<file path="config.mk">
export PLATFORM = sky130hd
export DESIGN_NAME = tone_generator_flat
export DESIGN_NICKNAME = d
export VERILOG_FILES = /design/src/rtl/music_pkg.sv /design/src/rtl/tone_generator_if.sv /design/src/rtl/tone_period_lut.sv /design/src/rtl/tone_generator.sv /design/src/flat_wrapper.sv
export SDC_FILE = /design/constraint.sdc
export NUM_CORES = 1
export LEC_CHECK = 0
export ABC_AREA = 1
export BUFFER_PORTS_ARGS = -buffer_cell sky130_fd_sc_hd__buf_2
export CAP_MARGIN = 40
export CORE_MARGIN = 4
export CORE_UTILIZATION = 35
export CTS_CLUSTER_DIAMETER = 120
export DETAILED_ROUTE_END_ITERATION = 12
export PLACE_DENSITY = 0.58
export SLEW_MARGIN = 10
export SYNTH_ARGS = -nofsm -noshare
export SYNTH_HDL_FRONTEND = slang
export SYNTH_SLANG_ARGS = --single-unit
</file>
<file path="constraint.sdc">
create_clock -name clk -period 3.9 [get_ports clk]
set_input_delay 0.585 -clock clk [delete_from_list [all_inputs] [get_ports clk]]
set_output_delay 0.585 -clock clk [all_outputs]
set_load 0.05 [all_outputs]
</file>
<file path="src/rtl/music_pkg.sv">
// Shared definitions for the note interface between the controller and the
// tone generator: note and octave codes, middle-octave half-period table
// (in clk cycles at 100 MHz) and the tone generator state encoding.
package music_pkg;

    localparam logic [3:0] NOTE_REST = 4'd0;
    localparam logic [3:0] NOTE_DO   = 4'd1;
    localparam logic [3:0] NOTE_RE   = 4'd2;
    localparam logic [3:0] NOTE_MI   = 4'd3;
    localparam logic [3:0] NOTE_FA   = 4'd4;
    localparam logic [3:0] NOTE_SOL  = 4'd5;
    localparam logic [3:0] NOTE_LA   = 4'd6;
    localparam logic [3:0] NOTE_TI   = 4'd7;

    // 2'b11 is not a distinct code; it decodes as middle like 2'b00.
    localparam logic [1:0] OCT_MID  = 2'b00;
    localparam logic [1:0] OCT_LOW  = 2'b01;
    localparam logic [1:0] OCT_HIGH = 2'b10;

    localparam int unsigned HP_DO  = 191110;
    localparam int unsigned HP_RE  = 170265;
    localparam int unsigned HP_MI  = 151685;
    localparam int unsigned HP_FA  = 143172;
    localparam int unsigned HP_SOL = 127551;
    localparam int unsigned HP_LA  = 113636;
    localparam int unsigned HP_TI  = 101239;

    typedef enum logic [1:0] {
        SILENT = 2'd0,
        PLAY   = 2'd1,
        GAP    = 2'd2
    } tone_state_e;

    // Codes 8..15 are invalid and behave exactly like a rest.
    function automatic logic note_is_valid(input logic [3:0] note);
        return (note != NOTE_REST) && (note <= NOTE_TI);
    endfunction

endpackage

</file>
<file path="src/rtl/tone_generator_if.sv">
// Note interface from the controller to the tone generator.
//   note_in     : 4-bit note code (0 rest, 1..7 do..ti, 8..15 treated as rest)
//   octave_in   : 2-bit octave code (01 low, 10 high, 00/11 middle)
//   retrigger   : one-cycle pulse to re-strike the current note
//   active_note : note being sounded, 0 when not playing
//   busy        : generator is playing or holding an articulation gap
// The controller uses the master modport, the tone generator the slave.
interface tone_generator_if;

    logic [3:0] note_in;
    logic [1:0] octave_in;
    logic       retrigger;
    logic [3:0] active_note;
    logic       busy;

    modport master (
        output note_in,
        output octave_in,
        output retrigger,
        input  active_note,
        input  busy
    );

    modport slave (
        input  note_in,
        input  octave_in,
        input  retrigger,
        output active_note,
        output busy
    );

endinterface

</file>
<file path="src/rtl/tone_period_lut.sv">
// Combinational half-period lookup for the square-wave generator.
//   note        : 4-bit note code
//   octave      : 2-bit octave code
//   half_period : half-period in clk cycles; 0 for rest/invalid codes,
//                 which the caller never loads
module tone_period_lut
    import music_pkg::*;
#(
    parameter int CNT_W = 20
) (
    input  logic [3:0]       note,
    input  logic [1:0]       octave,
    output logic [CNT_W-1:0] half_period
);

    logic [CNT_W-1:0] base;

    always_comb begin
        case (note)
            NOTE_DO:  base = CNT_W'(HP_DO);
            NOTE_RE:  base = CNT_W'(HP_RE);
            NOTE_MI:  base = CNT_W'(HP_MI);
            NOTE_FA:  base = CNT_W'(HP_FA);
            NOTE_SOL: base = CNT_W'(HP_SOL);
            NOTE_LA:  base = CNT_W'(HP_LA);
            NOTE_TI:  base = CNT_W'(HP_TI);
            default:  base = '0;
        endcase

        // Octave scaling is a plain shift of the middle-octave value.
        case (octave)
            OCT_LOW:  half_period = base << 1;
            OCT_HIGH: half_period = base >> 1;
            default:  half_period = base;
        endcase
    end

endmodule

</file>
<file path="src/rtl/tone_generator.sv">
// Square-wave tone generator driving the board's mono audio output.
// Plays the note requested on the note interface and inserts a silent
// articulation gap between different consecutive notes and on re-strike.
//   clk      : 100 MHz system clock
//   reset    : asynchronous, active-high reset
//   note_bus : note interface (slave side), see tone_generator_if
//   speaker  : square-wave audio output
//   amp_en   : amplifier enable, high only while playing
module tone_generator
    import music_pkg::*;
#(
    parameter int unsigned GAP_CYCLES = 2_000_000,
    parameter int          CNT_W      = 20
) (
    input  logic             clk,
    input  logic             reset,
    tone_generator_if.slave  note_bus,
    output logic             speaker,
    output logic             amp_en
);

    localparam int GAP_W = (GAP_CYCLES > 1) ? $clog2(GAP_CYCLES) : 1;

    tone_state_e      state_q, state_d;
    logic [CNT_W-1:0] cnt_q, cnt_d;
    logic [CNT_W-1:0] half_q, half_d;
    logic [GAP_W-1:0] gap_q, gap_d;
    logic [3:0]       note_q, note_d;
    logic [1:0]       oct_q, oct_d;
    logic             spk_q, spk_d;

    logic [CNT_W-1:0] lut_half;
    logic             in_valid;
    logic             in_changed;
    logic             gap_done;

    tone_period_lut #(
        .CNT_W (CNT_W)
    ) u_lut (
        .note        (note_bus.note_in),
        .octave      (note_bus.octave_in),
        .half_period (lut_half)
    );

    assign in_valid   = note_is_valid(note_bus.note_in);
    // An octave-only change counts as a new note.
    assign in_changed = {note_bus.note_in, note_bus.octave_in} != {note_q, oct_q};
    assign gap_done   = (gap_q == GAP_W'(GAP_CYCLES - 1));

    always_comb begin
        state_d = state_q;
        cnt_d   = cnt_q;
        half_d  = half_q;
        gap_d   = gap_q;
        note_d  = note_q;
        oct_d   = oct_q;
        spk_d   = spk_q;

        case (state_q)
            SILENT: begin
                spk_d = 1'b0;
                cnt_d = '0;
                gap_d = '0;
                if (in_valid) begin
                    note_d  = note_bus.note_in;
                    oct_d   = note_bus.octave_in;
                    half_d  = lut_half;
                    state_d = PLAY;
                end
            end

            PLAY: begin
                // An input change takes priority over a simultaneous retrigger.
                if (in_changed) begin
                    spk_d   = 1'b0;
                    cnt_d   = '0;
                    gap_d   = '0;
                    state_d = in_valid ? GAP : SILENT;
                end else if (note_bus.retrigger) begin
                    spk_d   = 1'b0;
                    cnt_d   = '0;
                    gap_d   = '0;
                    state_d = GAP;
                end else if (cnt_q == half_q - CNT_W'(1)) begin
                    cnt_d = '0;
                    spk_d = ~spk_q;
                end else begin
                    cnt_d = cnt_q + CNT_W'(1);
                end
            end

            GAP: begin
                // The gap is never restarted; only the input at its last
                // cycle decides what follows.
                spk_d = 1'b0;
                cnt_d = '0;
                if (gap_done) begin
                    gap_d = '0;
                    if (in_valid) begin
                        note_d  = note_bus.note_in;
                        oct_d   = note_bus.octave_in;
                        half_d  = lut_half;
                        state_d = PLAY;
                    end else begin
                        state_d = SILENT;
                    end
                end else begin
                    gap_d = gap_q + GAP_W'(1);
                end
            end

            default: begin
                spk_d   = 1'b0;
                cnt_d   = '0;
                gap_d   = '0;
                state_d = SILENT;
            end
        endcase
    end

    always_ff @(posedge clk or posedge reset) begin
        if (reset) begin
            state_q <= SILENT;
            cnt_q   <= '0;
            half_q  <= '0;
            gap_q   <= '0;
            note_q  <= '0;
            oct_q   <= '0;
            spk_q   <= 1'b0;
        end else begin
            state_q <= state_d;
            cnt_q   <= cnt_d;
            half_q  <= half_d;
            gap_q   <= gap_d;
            note_q  <= note_d;
            oct_q   <= oct_d;
            spk_q   <= spk_d;
        end
    end

    assign speaker              = spk_q;
    assign amp_en               = (state_q == PLAY);
    assign note_bus.busy        = (state_q != SILENT);
    assign note_bus.active_note = (state_q == PLAY) ? note_q : NOTE_REST;

endmodule

</file>
<file path="src/flat_wrapper.sv">
// flat-port wrapper written by rule: the top's interface ports become plain ports
module tone_generator_flat import music_pkg::*;
#(
    parameter int unsigned GAP_CYCLES = 2_000_000,
    parameter int          CNT_W      = 20
)
  (clk, reset, speaker, amp_en, note_bus_note_in, note_bus_octave_in, note_bus_retrigger, note_bus_active_note, note_bus_busy);
  tone_generator_if note_bus_i ();
  input  logic clk;
  input  logic reset;
  output logic speaker;
  output logic amp_en;
  input wire logic [$bits(note_bus_i.note_in)-1:0] note_bus_note_in;
  input wire logic [$bits(note_bus_i.octave_in)-1:0] note_bus_octave_in;
  input wire logic [$bits(note_bus_i.retrigger)-1:0] note_bus_retrigger;
  output wire logic [$bits(note_bus_i.active_note)-1:0] note_bus_active_note;
  output wire logic [$bits(note_bus_i.busy)-1:0] note_bus_busy;
  assign note_bus_i.note_in = note_bus_note_in;
  assign note_bus_i.octave_in = note_bus_octave_in;
  assign note_bus_i.retrigger = note_bus_retrigger;
  assign note_bus_active_note = note_bus_i.active_note;
  assign note_bus_busy = note_bus_i.busy;
  tone_generator #(.GAP_CYCLES(GAP_CYCLES), .CNT_W(CNT_W)) u_core (.clk(clk), .reset(reset), .note_bus(note_bus_i), .speaker(speaker), .amp_en(amp_en));
endmodule
</file>
==> impl_metrics.yaml <==
placed_design:
  dp_slack_ns: 1.250
  place_area_um2: 5181
  gp_congestion: 0.8655
  port_buffers: 15
  place_inst: 899
  dp_hpwl_mm: 8.388
synthesis:
  syn_inst: 712
  syn-num-nets: 726
  netlist_area_um2: 4920
  async_flop_share_pct: 100.0
  synth_cell_types: 39
  synth_warnings: 0
  synth_edf_count: 0
  avgSynthCellArea_um2: 6.910
  ys_ff_latch: 69
  synth_flop_cell: "dfrtp_1"
  ys_seq_area_share_pct: 35.10
pwr:
  peakVddDrop_uv: 214.9
  power.share.switching_pct: 24.31
  total_power_mw: 1.595
  clockPowerShare_pct: 49.4
  pwr-share-comb_pct: 5.7
  p_leak_nw: 2.841
  power.internal_mw: 1.207
  p_seq_share_pct: 44.9
  power_density_nw_per_um2: 291.5
  net-switching-power_mw: 0.3877
clock_tree:
  clkTransAtPathRegs_ns: 0.06
  clockRootBuffer: "clkbuf_16"
  cts_resized: 0
  postCtsHoldBufs: 0
  cts_tree: "done"
  numCtsBuffers: 9
  numClockSinks: 69
  ctsHtreeMaxLevel: 3
  post_cts.repair.setup_buffers: 0
  clockBufferDepth: 2
  clock_latency_ns: 0.34
timing:
  setup_viol: 0
  maxSlewHeadroom_pct: 52.04
  fin_ws_ns: 1.334
  finalCritPeriodShare_pct: 65.80
  timing.fmax_mhz: 389.7
  finalSetupTns_ns: 0
  skew_ns: 0.008189
  hold_slack_ns: 0.3567
  rsz0062_at_grt: "false"
  min_period_ns: 2.566
  slew_viol_final: 0
  max_slew.worst_pin.slew_ns: 0.7184
  hold_viol: 0
global_route:
  grt_pass1_vias: 4112
  antenna_found_initial: 0
  grt_max_degree: 37
  grt_remaining_overflow: 0
  grt_pass1_wl_mm: 19.64
  track_usage_pct: 14.77
critical_path:
  arrival_ns: 2.80
  r2r_start: "u_core.gap_q[0]"
  r2r_cells: 10
  crit_required_ns: 4.13
  ff2ff_setup_slack_ns: 1.33
  critPathLaunchType: "flop"
  crit_start: "u_core.gap_q[0]"
  crit_end: "u_core.half_q[8]"
  end_kind: "flop"
  path_class: "flop to flop"
  worst-path-max-fanout: 27
  reg2reg_to: "u_core.half_q[8]"
cells_and_area:
  final_area_um2: 5470
  nets: 744
  fin_util_pct: 39.56
  final_common_cell: "nand2_1"
  final_cells: 915
  final_layout_size_suffix_gt1_share_pct: 10.48
  syn_to_final_growth_pct: 11.19
  final_cell_mix: "nand2_1, inv_1, nor2_1"
  antennaDiodeCount: 0
die:
  core_area_um2: 13830
  die_width_um: 126.6
  dieHeight_um: 126.6
  rows: 43
  die-area_um2: 16020
  start_util_pct: 35.58
  ioPinCount: 16
drt:
  drcViolationCount: 0
  wl_mm: 11.27
  drtPass1Iterations: 5
  via_per_inst: 4.825
  drt_iter0_drc: 224
  wl_per_cell_um: 12.31
  final_antenna_net_count: 0
  vias: 4415
outcome:
  status: "finished clean"
flow_run:
  maxCapViolations: 0
worst_hold_path:
  hold_class: "input port to asynchronous set/reset pin"
-- cell families (layout without fill, tap and decap cells) --
kind of cell / after synthesis / after routing / share of synthesized area, %
XOR/XNOR: 34 / 34 / 6.333
buffers and inverters: 110 / 133 / 9.028
adder cells (fa/ha/maj): 5 / 5 / 1.272
flip-flops: 69 / 69 / 35.10
AO/OA/AOI/OAI: 66 / 66 / 7.909
AND/OR/NAND/NOR: 428 / 428 / 40.36
-- how the worst min path moves through the flow --
stage,from,cells past startpoint,slack (ns),to
4_1_cts,reset,2,0.39,u_core.gap_q[13]
5_1_grt,reset,2,0.43,u_core.gap_q[13]
3_3_place_gp,u_core.note_q[2],2,0.46,u_core.note_q[2]
3_5_place_dp,u_core.note_q[2],2,0.47,u_core.note_q[2]
2_1_floorplan,u_core.half_q[1],2,0.44,u_core.half_q[1]
6_report,reset,2,0.36,u_core.gap_q[15]
-- critical path, stage by stage (launching register included) --
cell and delay, ns:
dfrtp_1 0.38, ha_1 0.27, nand3_2 0.15, nor4_2 0.19, nand4_2 0.33, nand2_2 0.19, nand2_1 0.09, inv_2 0.36
nand2_4 0.28, nand2_1 0.14, nand2_1 0.05
-- sequential cells by signal, summed over array words and instances (netlist names) --
signal	cells
u_core.note_q	4
u_core.half_q	19
u_core.oct_q	2
u_core.state_q	2
u_core.cnt_q	20
u_core.gap_q	21
u_core.speaker	1
-- metal layers --
layer | global-route usage (%) | share of wire, % | up-vias
li1 | - | - | 2334
met1 | 20.80 | 51 | 1983
met2 | 22.88 | 44 | 88
met3 | 2.905 | 4.0 | 10
met4 | 4.732 | 1.4 | 0
met5 | 0 | 0 | -
-- cell type report --
class                      count  area [µm²]
fill                        1442        8357
multi-input combinational    533        2749
sequential                    69        1727
inverter                      98       367.9
clock buffer                  12       256.5
tap                          180       225.2
timing repair buffer          19       112.6
clock inverter                 4       32.53
-- synthesized netlist by cell type, types with 4 or more instances --
library cell	count	area share [%]
nor2_1	75	5.7
a21oi_1	18	1.8
clkbuf_1	6	0.46
nor3_1	14	1.4
o22ai_1	7	0.89
o21ai_0	26	2.6
or2_2	4	0.51
nand4_1	19	2.4
nor2_2	18	2.3
ha_1	5	1.3
nor2_4	5	1.1
nand2_1	206	16
xnor2_1	9	1.6
dfrtp_1	69	35
nand3_1	63	6.4
nand3b_1	6	0.92
o221ai_1	9	1.6
inv_1	96	7.3
xor2_1	24	4.3
-- power groups by stage --
stage / combinational [mW] / clock [mW] / sequential (mW)
2_1_floorplan: 0.0637 / 0 / 0.729
3_5_place_dp: 0.0911 / 0 / 0.729
4_1_cts: 0.0916 / 0.812 / 0.716
6_report: 0.0906 / 0.788 / 0.716
3_3_place_gp: 0.0906 / 0 / 0.729
5_1_grt: 0.105 / 0.842 / 0.715
No activity file was read; power rests on OpenSTA's default activity.
